`config.mk`:
```
export PLATFORM = sky130hd
export DESIGN_NAME = instr_encoder
export DESIGN_NICKNAME = d
export VERILOG_FILES = /design/src/rtl/instr_encoder.sv
export SDC_FILE = /design/constraint.sdc
export NUM_CORES = 1
export LEC_CHECK = 0
export BUFFER_PORTS_ARGS = -buffer_cell sky130_fd_sc_hd__buf_4
export CELL_PAD_IN_SITES_DETAIL_PLACEMENT = 1
export CELL_PAD_IN_SITES_GLOBAL_PLACEMENT = 1
export CORE_MARGIN = 3
export CORE_UTILIZATION = 35
export CTS_CLUSTER_SIZE = 28
export DETAILED_ROUTE_END_ITERATION = 16
export GPL_TIMING_DRIVEN = 0
export PLACE_DENSITY_LB_ADDON = 0.12
export REMOVE_ABC_BUFFERS = 1
export SYNTH_ARGS = -nofsm -noshare
export SYNTH_HDL_FRONTEND = slang
export SYNTH_SLANG_ARGS = --single-unit
```
`constraint.sdc`:
```
create_clock -name clk -period 2.1 [get_ports clk]
set_input_delay 0.21 -clock clk [delete_from_list [all_inputs] [get_ports clk]]
set_output_delay 0.21 -clock clk [all_outputs]
set_load 0.02 [all_outputs]
```
`src/rtl/instr_encoder.sv`:
```
// instr_encoder: packs instruction fields into 16-bit words and streams them to instruction memory.
// Define ENC_RANGE_CHECK_EN to flag immediates/targets that do not fit their encoded field.
module instr_encoder (
   input  logic        clk,
   input  logic        reset_n,
   input  logic        start,
   input  logic [7:0]  base_addr,
   input  logic        in_valid,
   output logic        in_ready,
   input  logic [2:0]  in_class,
   input  logic [2:0]  in_rs,
   input  logic [2:0]  in_rt,
   input  logic [2:0]  in_rd,
   input  logic [15:0] in_imm,
   input  logic        in_last,
   output logic        imem_we,
   output logic [7:0]  imem_addr,
   output logic [15:0] imem_wdata,
   output logic        busy,
   output logic        done,
   output logic        err,
   output logic [8:0]  word_count
);

   localparam int unsigned AW = 8;
   localparam int unsigned DW = 16;
   localparam int unsigned CW = 9;

   localparam logic [2:0] OP_ADD = 3'd0;
   localparam logic [2:0] OP_SLI = 3'd1;
   localparam logic [2:0] OP_J   = 3'd2;
   localparam logic [2:0] OP_JAL = 3'd3;

   typedef enum logic [1:0] {IDLE, ACCEPT, WRITE, DONE} state_e;

   state_e        state_q, state_d;
   logic [AW-1:0] addr_q, addr_d;
   logic [DW-1:0] wdata_q, wdata_d;
   logic [CW-1:0] count_q, count_d;
   logic          last_q, last_d;
   logic          err_q, err_d;
   logic          in_ready_q, imem_we_q, busy_q, done_q;

   logic [DW-1:0] enc_word_c;
   logic          range_bad_c;

   // Field packing by instruction format
   always_comb begin : encode
      enc_word_c = '0;
      case (in_class)
         OP_ADD:       enc_word_c = {in_class, in_rs, in_rt, in_rd, 4'b0000};
         OP_J, OP_JAL: enc_word_c = {in_class, in_imm[12:0]};
         default:      enc_word_c = {in_class, in_rs, in_rt, in_imm[6:0]};
      endcase
   end

`ifdef ENC_RANGE_CHECK_EN
   // Signed fields fit iff the bits above the field all match its sign bit
   always_comb begin : range_check
      range_bad_c = 1'b0;
      case (in_class)
         OP_ADD:       range_bad_c = 1'b0;
         OP_SLI:       range_bad_c = |in_imm[15:7];
         OP_J, OP_JAL: range_bad_c = |in_imm[15:13];
         default:      range_bad_c = !((in_imm[15:6] == '0) || (in_imm[15:6] == '1));
      endcase
   end
`else
   logic unused_imm_hi;
   assign unused_imm_hi = ^in_imm[15:13];
   assign range_bad_c   = 1'b0;
`endif

   always_comb begin : next_state
      state_d = state_q;
      addr_d  = addr_q;
      wdata_d = wdata_q;
      count_d = count_q;
      last_d  = last_q;
      err_d   = err_q;
      case (state_q)
         IDLE: begin
            if (start) begin
               state_d = ACCEPT;
               addr_d  = base_addr;
               count_d = '0;
               err_d   = 1'b0;
            end
         end
         ACCEPT: begin
            if (in_valid && in_ready_q) begin
               wdata_d = enc_word_c;
               last_d  = in_last;
               err_d   = err_q | range_bad_c;
               state_d = WRITE;
            end
         end
         WRITE: begin
            count_d = count_q + CW'(1);
            addr_d  = addr_q + AW'(1);
            if (last_q) begin
               state_d = DONE;
            end else if (addr_q == '1) begin
               // Top of memory reached before the last word: end the session rather than wrap
               err_d   = 1'b1;
               state_d = DONE;
            end else begin
               state_d = ACCEPT;
            end
         end
         DONE:    state_d = IDLE;
         default: state_d = IDLE;
      endcase
   end

   // Outputs are registered from the next state so they line up with the state they describe
   always_ff @(posedge clk or negedge reset_n) begin
      if (!reset_n) begin
         state_q    <= IDLE;
         addr_q     <= '0;
         wdata_q    <= '0;
         count_q    <= '0;
         last_q     <= 1'b0;
         err_q      <= 1'b0;
         in_ready_q <= 1'b0;
         imem_we_q  <= 1'b0;
         busy_q     <= 1'b0;
         done_q     <= 1'b0;
      end else begin
         state_q    <= state_d;
         addr_q     <= addr_d;
         wdata_q    <= wdata_d;
         count_q    <= count_d;
         last_q     <= last_d;
         err_q      <= err_d;
         in_ready_q <= (state_d == ACCEPT);
         imem_we_q  <= (state_d == WRITE);
         busy_q     <= (state_d != IDLE);
         done_q     <= (state_d == DONE);
      end
   end

   assign in_ready   = in_ready_q;
   assign imem_we    = imem_we_q;
   assign imem_addr  = addr_q;
   assign imem_wdata = wdata_q;
   assign busy       = busy_q;
   assign done       = done_q;
   assign err        = err_q;
   assign word_count = count_q;

endmodule
```
==> results of run 1 <==
==> kinds of logic after synthesis <==
family | after synthesis | synth area share
compound gates | 51 | 0.164
fa+ha+maj | 2 | 0.0130
buf+inv | 13 | 0.0450
flops | 41 | 0.535
mux | 15 | 0.0808
simple gates | 57 | 0.162
==> placed cells by master (no fill, tap or decap), types with 3 or more instances in the layout <==
master / instances
nor3_1: 5
nand3_1: 7
o211ai_1: 4
inv_1: 5
o21ai_0: 17
o31ai_1: 3
nand2_1: 19
clkbuf_8: 6
nand4_1: 3
buf_4: 75
a22o_1: 6
dfrtp_1: 41
o22ai_1: 6
mux2i_1: 11
mux2_2: 4
a21oi_1: 11
nor2_1: 11
==> flip-flops by register name, indices dropped and copies added, names as in the netlist <==
register    count
err             1
done            1
busy            1
in_ready        1
state_q         2
word_count      9
imem_addr       8
imem_we         1
last_q          1
imem_wdata     16
==> report_power, final <==
| group | internal (uW) | switching (uW) |
|---|---|---|
| clock | 388 | 286 |
| sequential | 1090 | 308 |
| combinational | 687 | 849 |
==> critical path, cell delays in order (launching register included) <==
cell     delay [ps]
dfrtp_1         530
inv_1           210
nand4_4         330
nor2_1          390
a22o_1          180
==> cell type report <==
type,instances,share of cell area
Multi-Input combinational cell,125,0.309
Timing Repair Buffer,76,0.217
Tap cell,70,0.0332
Sequential cell,41,0.389
Clock buffer,7,0.0327
Inverter,5,0.00712
Clock inverter,1,0.0114
==> path summary, 6_finish.rpt <==
check	endpoint	slack (ps)
min in group asynchronous	imem_addr[3]	430
worst max-delay path	imem_wdata[1]	400
worst min register to register	word_count[8]	490
max in group asynchronous	imem_addr[0]	1290
worst min-delay path	imem_addr[4]	120
worst max register to register	imem_wdata[1]	400
==> layer usage <==
layer  vias to the layer above  track usage  routed length (um)
li1                        801            -                   -
met1                       785        0.214                1990
met2                        55        0.264                2280
met5                         -            0                   0
met3                         4       0.0673                 471
met4                         0       0.0507                  49
==> repair_timing <==
action                     CTS  global route
setup endpoints to repair    0             4
hold endpoints to repair    41             0
resized for setup            0             1
hold buffers                 1             0
==> through the flow <==
stage                      util  cells  power [uW]  instance area (sq um)  hold slack (ps)
after floorplan               -    171        2250                   1850            -85.6
after global placement    0.481    316        2920                   2500              235
after detailed placement  0.481    316        2960                   2500              238
after CTS                 0.505    325        3650                   2630              107
after global routing      0.507    325        3890                   2640              105
final                     0.507    325        3600                   2640              117
==> reports/metrics.cfg, run 1 <==
[outcome]
outcome=complete, no violations

[synthesis]
synth_seq_cells=41
yosysWarnings=0
synth-edff-count=0
synth_top_area_frac=0.535
ys_types=32
ys.flop_type=dfrtp_1
synth_cells=179
seq_area_frac_synth=0.535
netlist_area_sq_um=1920
synth_area_per_cell_sq_um=10.7
synth_async_sr_flop_share=1.00
synth_most_common_cell=dfrtp_1
synth_common_cells=dfrtp_1 (41), nand2_1 (19), o21ai_0 (17)
netlist_top_cells_area=dfrtp_1 (53%), mux2i_1 (5.7%), o21ai_0 (4.4%)
synth_top_area_cell=dfrtp_1

[clocking]
cts_tree=yes
clk_latency_ps=290
htree_levels=2
cts_root_buf=clkbuf_8
clkTransAtPathRegs_ps=80
clock_path_buffers=2
cts.sinks=41
post-cts-setup-buffer-count=0
numCtsBuffers=5

[critical_path]
rr_startpoint=state_q[1]
cp-startpoint=state_q[1]
worst_setup_path_start_kind=register
crit_fanout=28
critPathKind=reg -> reg
arrival_ps=1930
r2r_cells=4
required_ps=2330
cp-end-kind=register

[cells_and_area]
antenna_cells=0
layout-drive-gt1-share=0.361
syn_to_final_growth_pct=37.4
regArea_sq_um=1030
nets=297
multiInputGateArea_sq_um=816
fillCellCount=612

[timing]
hold_viol=0
setup_violations=0
final_max_slew_viol_count=0
post-route-min-period_ps=1700
worstMarginPinSlew_ps=620
fin_crit_sh=0.809
skew_ps=4.68
slew_headroom=0.584
fin_setup_tns_ps=0
rsz0062_at_grt=no
max_freq_ghz=0.588
setup_slack_ps=400

[die]
start_util=0.369
pin_count=79
fp-row-count=26
die_height_um=80.1
dieWidth_um=80.1
core_area_sq_um=5200
die-area_sq_um=6410

[routing]
drtIter0Drc=71
drc=0
routed_wirelength_um=4790
antenna_left=0
dr.pass1.iters=4
num_vias=1645
avgRoutedWirePerCell_um=14.7
via_per_inst=5.06

[global_route]
grt_pass1_vias=1738
antenna_found_initial=0
grt_max_degree=42
track_usage=0.169
grt_remaining_overflow=0
grt_pass1_wl_um=8400

[pwr]
cellPowerDensity_nw_per_um2=1370
ir_worst_vdd_mv=0.645
p_leak_uw=0.00129

[worst_hold_path]
hold_start=base_addr[4]
min_path_cells=2
hold_class=in -> reg

[place]
dp_worst_setup_slack_ps=95.3
port_buffers=75
gp_congestion=0.726
dp_hpwl_um=3510

[flow_run]
max_cap_viol_count=0

Power figures use the tool's default switching activity.
==> inputs of run 2 (changes only) <==
clock period = 1.7 ns   (was 2.1 ns; I/O delays follow)
==> run 2 against run 1 <==
  * Clock-buffer cell count stayed put
  * Hold slack worse by 39 ps
  * Via count is 1.4% higher
  * Critical endpoint is now imem_addr[4]
  * Largest cell class unchanged
==> reports/metrics.cfg, run 2 (synthesis results as in run 1) <==
[critical_path]
critPathTopFamily=simple AND/OR/NAND/NOR gates
critPathKind=reg -> reg
r2r_end=imem_addr[4]
cp-end-kind=register
crit_buf_inv=0  ; -1
r2r_cells=4  ; unchanged
rrSetupSlack_ps=110  ; -290 ps
arrival_ps=1780  ; -150 ps
rr_startpoint=state_q[0]
slowest_delay_ps=600  ; +70 ps
crit_fanout=11  ; -61%
slowest_stage=or3b_1
path_cells=or3b_1 > nand2_1 > mux2i_1 > a21o_1
worst_setup_path_start_kind=register
required_ps=1890  ; -440 ps

[routing]
drc=0  ; unchanged
dr.pass1.iters=4  ; unchanged
drtIter0Drc=57  ; -20%
num_vias=1668  ; +1.4%
avgRoutedWirePerCell_um=15.2  ; +3.0%
antenna_left=0  ; unchanged
routed_wirelength_um=4950  ; +3.3%
via_per_inst=5.12  ; +1.1%

[timing]
skew_ps=4.25  ; -0.426 ps
holdWs_ps=77.5  ; -39.3 ps
fin_crit_sh=0.935  ; +0.125
final_max_slew_viol_count=0  ; unchanged
worstMarginPinSlew_ps=681  ; +60.7 ps
max_freq_ghz=0.629  ; +7.0%
rsz0062_at_grt=no
slew_headroom=0.543  ; -0.0408
setup_slack_ps=111  ; -289 ps
post-route-min-period_ps=1590  ; -111 ps
setup_violations=0  ; unchanged
hold_viol=0  ; unchanged

[clocking]
clk_latency_ps=290  ; about the same
post-cts-setup-buffer-count=0  ; unchanged
numCtsBuffers=5  ; unchanged
htree_levels=2  ; unchanged
cts_tree=yes
cts.sinks=41  ; unchanged
clock_path_buffers=2  ; unchanged
clkTransAtPathRegs_ps=80  ; about the same
cts_root_buf=clkbuf_8

[place]
port_buffers=75  ; unchanged
dp_hpwl_um=3510  ; unchanged
gp_congestion=0.726  ; unchanged
dp_worst_setup_slack_ps=-305  ; -400 ps

[cells_and_area]
antenna_cells=0  ; unchanged
regArea_sq_um=1030  ; +0.12%
final_common_cell=buf_4
multiInputGateArea_sq_um=831  ; +1.8%
largest_reg_flops=16  ; unchanged
fillCellCount=611  ; -0.16%
layout_common_cells=buf_4 (75), dfrtp_1 (40), nand2_1 (19), o21ai_0 (17)
nets=298  ; +0.34%
layout-drive-gt1-share=0.371  ; +0.0103
final_core_util=0.510  ; +0.00312
syn_to_final_growth_pct=38.3

[worst_hold_path]
hold_start=base_addr[4]
min_path_cells=2  ; unchanged
hold_class=in -> reg
min_to=imem_addr[4]

[outcome]
outcome=complete, no violations

[die]
fp-row-count=26  ; unchanged
die_height_um=80.1  ; unchanged
die-area_sq_um=6410  ; unchanged
core_area_sq_um=5200  ; unchanged
dieWidth_um=80.1  ; unchanged
pin_count=79  ; unchanged
start_util=0.369  ; unchanged

[global_route]
grt_remaining_overflow=0  ; unchanged
grt_max_degree=42  ; unchanged
track_usage=0.168  ; -0.000238
grt_pass1_wl_um=8400  ; about the same
grt_pass1_vias=1738  ; unchanged
antenna_found_initial=0  ; unchanged

[pwr]
p_leak_uw=0.00129  ; +0.15%
ir_worst_vdd_mv=0.795  ; +23%
cellPowerDensity_nw_per_um2=1690  ; +24%
report.power.total_uw=4490  ; +25%

[flow_run]
max_cap_viol_count=0  ; unchanged

[run 2: layer usage]
metal	global-route usage	share of wire
met5	0	0
met4	0.0507	0.0099
met3	0.0673	0.094
met2	0.264	0.47
met1	0.213	0.42
[run 2: report_power, final]
part | internal, uW | switching [uW]
Sequential | 1340 | 397
Combinational | 857 | 1070
Clock | 479 | 348
Total | 2680 | 1810
[run 2: metrics by stage]
stage                     cells  area [sq um]  TNS (ps)
after detailed placement    316          2500     -2120
after CTS                   325          2640         0
after global routing        326          2650         0
final                       326          2650         0
after floorplan             171          1850         0
after global placement      316          2500     -1940
[run 2: repair_timing]
| item | in CTS | in global routing |
|---|---|---|
| resized for setup | 2 | 1 |
| endpoints found under the setup margin | 18 | 7 |
| pin swaps | 0 | 1 |
| hold buffers | 1 | 0 |
| gates cloned | 0 | 1 |
| endpoints found under the hold margin | 41 | 0 |
[run 2: area by class of cell]
class,instances,share of cell area
tap,70,0.0330
timing repair buffer,76,0.216
inverter,5,0.00707
multi-input combinational,126,0.313
sequential,41,0.387
clock buffer,7,0.0325
clock inverter,1,0.0113
[run 2: worst max path at each step]
stage | startpoint | endpoint | depth (start not counted)
after floorplan | state_q[1] | imem_wdata[0] | 4
after global placement | state_q[1] | imem_wdata[3] | 4
after detailed placement | state_q[1] | imem_wdata[1] | 4
after CTS | state_q[1] | imem_wdata[1] | 4
after global routing | state_q[0] | imem_addr[4] | 4
final | state_q[0] | imem_addr[4] | 4
==> inputs of run 3 (changes only) <==
--- a/config.mk
+++ b/config.mk
@@ -10,5 +10,5 @@
 export CELL_PAD_IN_SITES_GLOBAL_PLACEMENT = 1
 export CORE_MARGIN = 3
-export CORE_UTILIZATION = 35
+export CORE_UTILIZATION = 32
 export CTS_CLUSTER_SIZE = 28
 export DETAILED_ROUTE_END_ITERATION = 16
==> constraint.sdc (replaced) <==
create_clock -name clk -period 1.3 [get_ports clk]
set_input_delay 0.065 -clock clk [delete_from_list [all_inputs] [get_ports clk]]
set_output_delay 0.065 -clock clk [all_outputs]
set_load 0.02 [all_outputs]
==> run 3 against run 2 <==
  * The run now ends with setup timing left
  * Power grew 50%
  * Non-clock buffer count rose by 33
  * Critical endpoint is now imem_addr[5]
  * Clock power grew 2%
  * Largest power group unchanged
  * Clock-buffer cell count did not move
  * First-iteration DRC count increased by 14%
  * Highest routed layer unchanged
==> reports/metrics.cfg, run 3 (synthesis results as in run 1) <==
[global_route]
grt_pass1_vias=2017  ; +16%
grt_pass1_wl_um=10100  ; +21%
grt_remaining_overflow=0  ; unchanged
grt_max_degree=42  ; unchanged
antenna_found_initial=0  ; unchanged
track_usage=0.177  ; +0.00884

[timing]
setup_slack_ps=-111  ; -222 ps
max_freq_ghz=0.709  ; +13%
holdWs_ps=15.1  ; -62.4 ps
post-route-min-period_ps=1410  ; -178 ps
rsz0062_at_grt=yes
slew_headroom=0.425  ; -0.118
skew_ps=7.81  ; +3.56 ps
final_max_slew_viol_count=0  ; unchanged
worstMarginPinSlew_ps=856  ; +175 ps
setup_violations=21  ; +21
fin_crit_sh=1.09  ; +0.151
hold_viol=0  ; unchanged

[die]
dieWidth_um=83.4  ; +4.2%
core_area_sq_um=5640  ; +8.4%
die_height_um=83.4  ; +4.2%
pin_count=79  ; unchanged
die-area_sq_um=6960  ; +8.7%
fp-row-count=27  ; +3.8%
start_util=0.340  ; -0.0285

[critical_path]
critPathKind=reg -> reg
worst_setup_path_start_kind=register
required_ps=1530  ; -360 ps
cp-end-kind=register
arrival_ps=1640  ; -140 ps
crit_fanout=9  ; -2

[clocking]
htree_levels=2  ; unchanged
clk_latency_ps=290  ; about the same
cts_root_buf=clkbuf_8
clock_path_buffers=2  ; unchanged
cts.sinks=41  ; unchanged
numCtsBuffers=5  ; unchanged
cts_tree=yes
clkTransAtPathRegs_ps=80  ; about the same

[cells_and_area]
final-instance-count-excl-fill=360  ; +10%
antenna_cells=0  ; unchanged
largest_reg_flops=16  ; unchanged
nets=331  ; +11%
final_common_cell=buf_4
layout-drive-gt1-share=0.507  ; +0.136
layout_common_cells=buf_4 (95), dfrtp_1 (35), nand2_1 (15), o21ai_0 (13)
multiInputGateArea_sq_um=951  ; +14%
fin_area_sq_um=3070  ; +16%
regArea_sq_um=1030  ; +0.61%
syn_to_final_growth_pct=59.8
fillCellCount=632  ; +3.4%

[outcome]
outcome=complete, but fails checks
violations=setup timing

[place]
port_buffers=75  ; unchanged
dp_worst_setup_slack_ps=-713  ; -408 ps
dp.cells=318  ; +0.63%
dp_hpwl_um=3690  ; +5.2%
gp_congestion=0.697  ; -4.0%
place_area_sq_um=2500  ; about the same

[routing]
drtIter0Drc=65  ; +14%
antenna_left=0  ; unchanged
routed_wirelength_um=6160  ; +24%
num_vias=1842  ; +10%
via_per_inst=5.12  ; about the same
drc=0  ; unchanged
avgRoutedWirePerCell_um=17.1  ; +13%
dr.pass1.iters=4  ; unchanged

[pwr]
ir_worst_vdd_mv=0.923  ; +16%
p_leak_uw=0.00147  ; +14%
cellPowerDensity_nw_per_um2=2200  ; +30%

[worst_hold_path]
hold_class=in -> reg

[flow_run]
max_cap_viol_count=0  ; unchanged

==> run 3: layout make-up <==
cell class	instances	share of cell area
Inverter	5	0.00734
Tap cell	72	0.0294
Multi-Input combinational cell	126	0.310
Timing Repair Buffer	109	0.288
Clock buffer	7	0.0282
Sequential cell	41	0.337
==> run 3: path summary, 6_finish.rpt <==
kind | start | end | slack, ps | cells after the start
hold reg to reg | imem_wdata[6] | imem_wdata[6] | 480 | 2
setup reg to reg | state_q[1] | imem_addr[5] | -110 | 4
min in group asynchronous | reset_n | imem_addr[3] | 290 | 2
setup / recovery | state_q[1] | imem_addr[5] | -110 | 4
hold / removal | in_last | last_q | 20 | 2
max in group asynchronous | reset_n | state_q[1] | 600 | 2
==> run 3: repair_timing <==
action / CTS / global route
endpoints found under the hold margin: 48 / 0
buffers inserted: 19 / 6
hold buffers: 8 / 0
setup endpoints to repair: 36 / 32
gates cloned: 1 / 1
pin swaps: 6 / 10
gates resized for setup: 19 / 29
==> run 3: worst max-delay path, stage by stage, from the launching register on <==
cell	delay [ps]
dfrtp_2	460
buf_4	180
nand2b_4	100
or4_1	510
nand3_1	100
==> run 3: per-layer routing <==
layer	track usage	part of all wire	up-vias
met4	0.0322	0.0045	0
met1	0.222	0.42	899
met2	0.306	0.51	64
met5	0	0	-
met3	0.0526	0.071	6
li1	-	-	873
==> run 3: report_power, final <==
| part | leakage, uW | switching, uW | internal, uW |
|---|---|---|---|
| clock network | 0.0000443 | 423 | 422 |
| registers | 0.000508 | 497 | 1770 |
| logic | 0.000920 | 1840 | 1780 |
==> run 3: stage by stage <==
| step | utilization | total power [uW] | setup TNS [ps] |
|---|---|---|---|
| 2_1_floorplan | - | 3640 | -3310 |
| 3_3_place_gp | 0.444 | 4730 | -12210 |
| 5_1_grt | 0.544 | 7220 | -2430 |
| 3_5_place_dp | 0.444 | 4810 | -13500 |
| 6_report | 0.544 | 6740 | -1010 |
| 4_1_cts | 0.514 | 6330 | -595 |
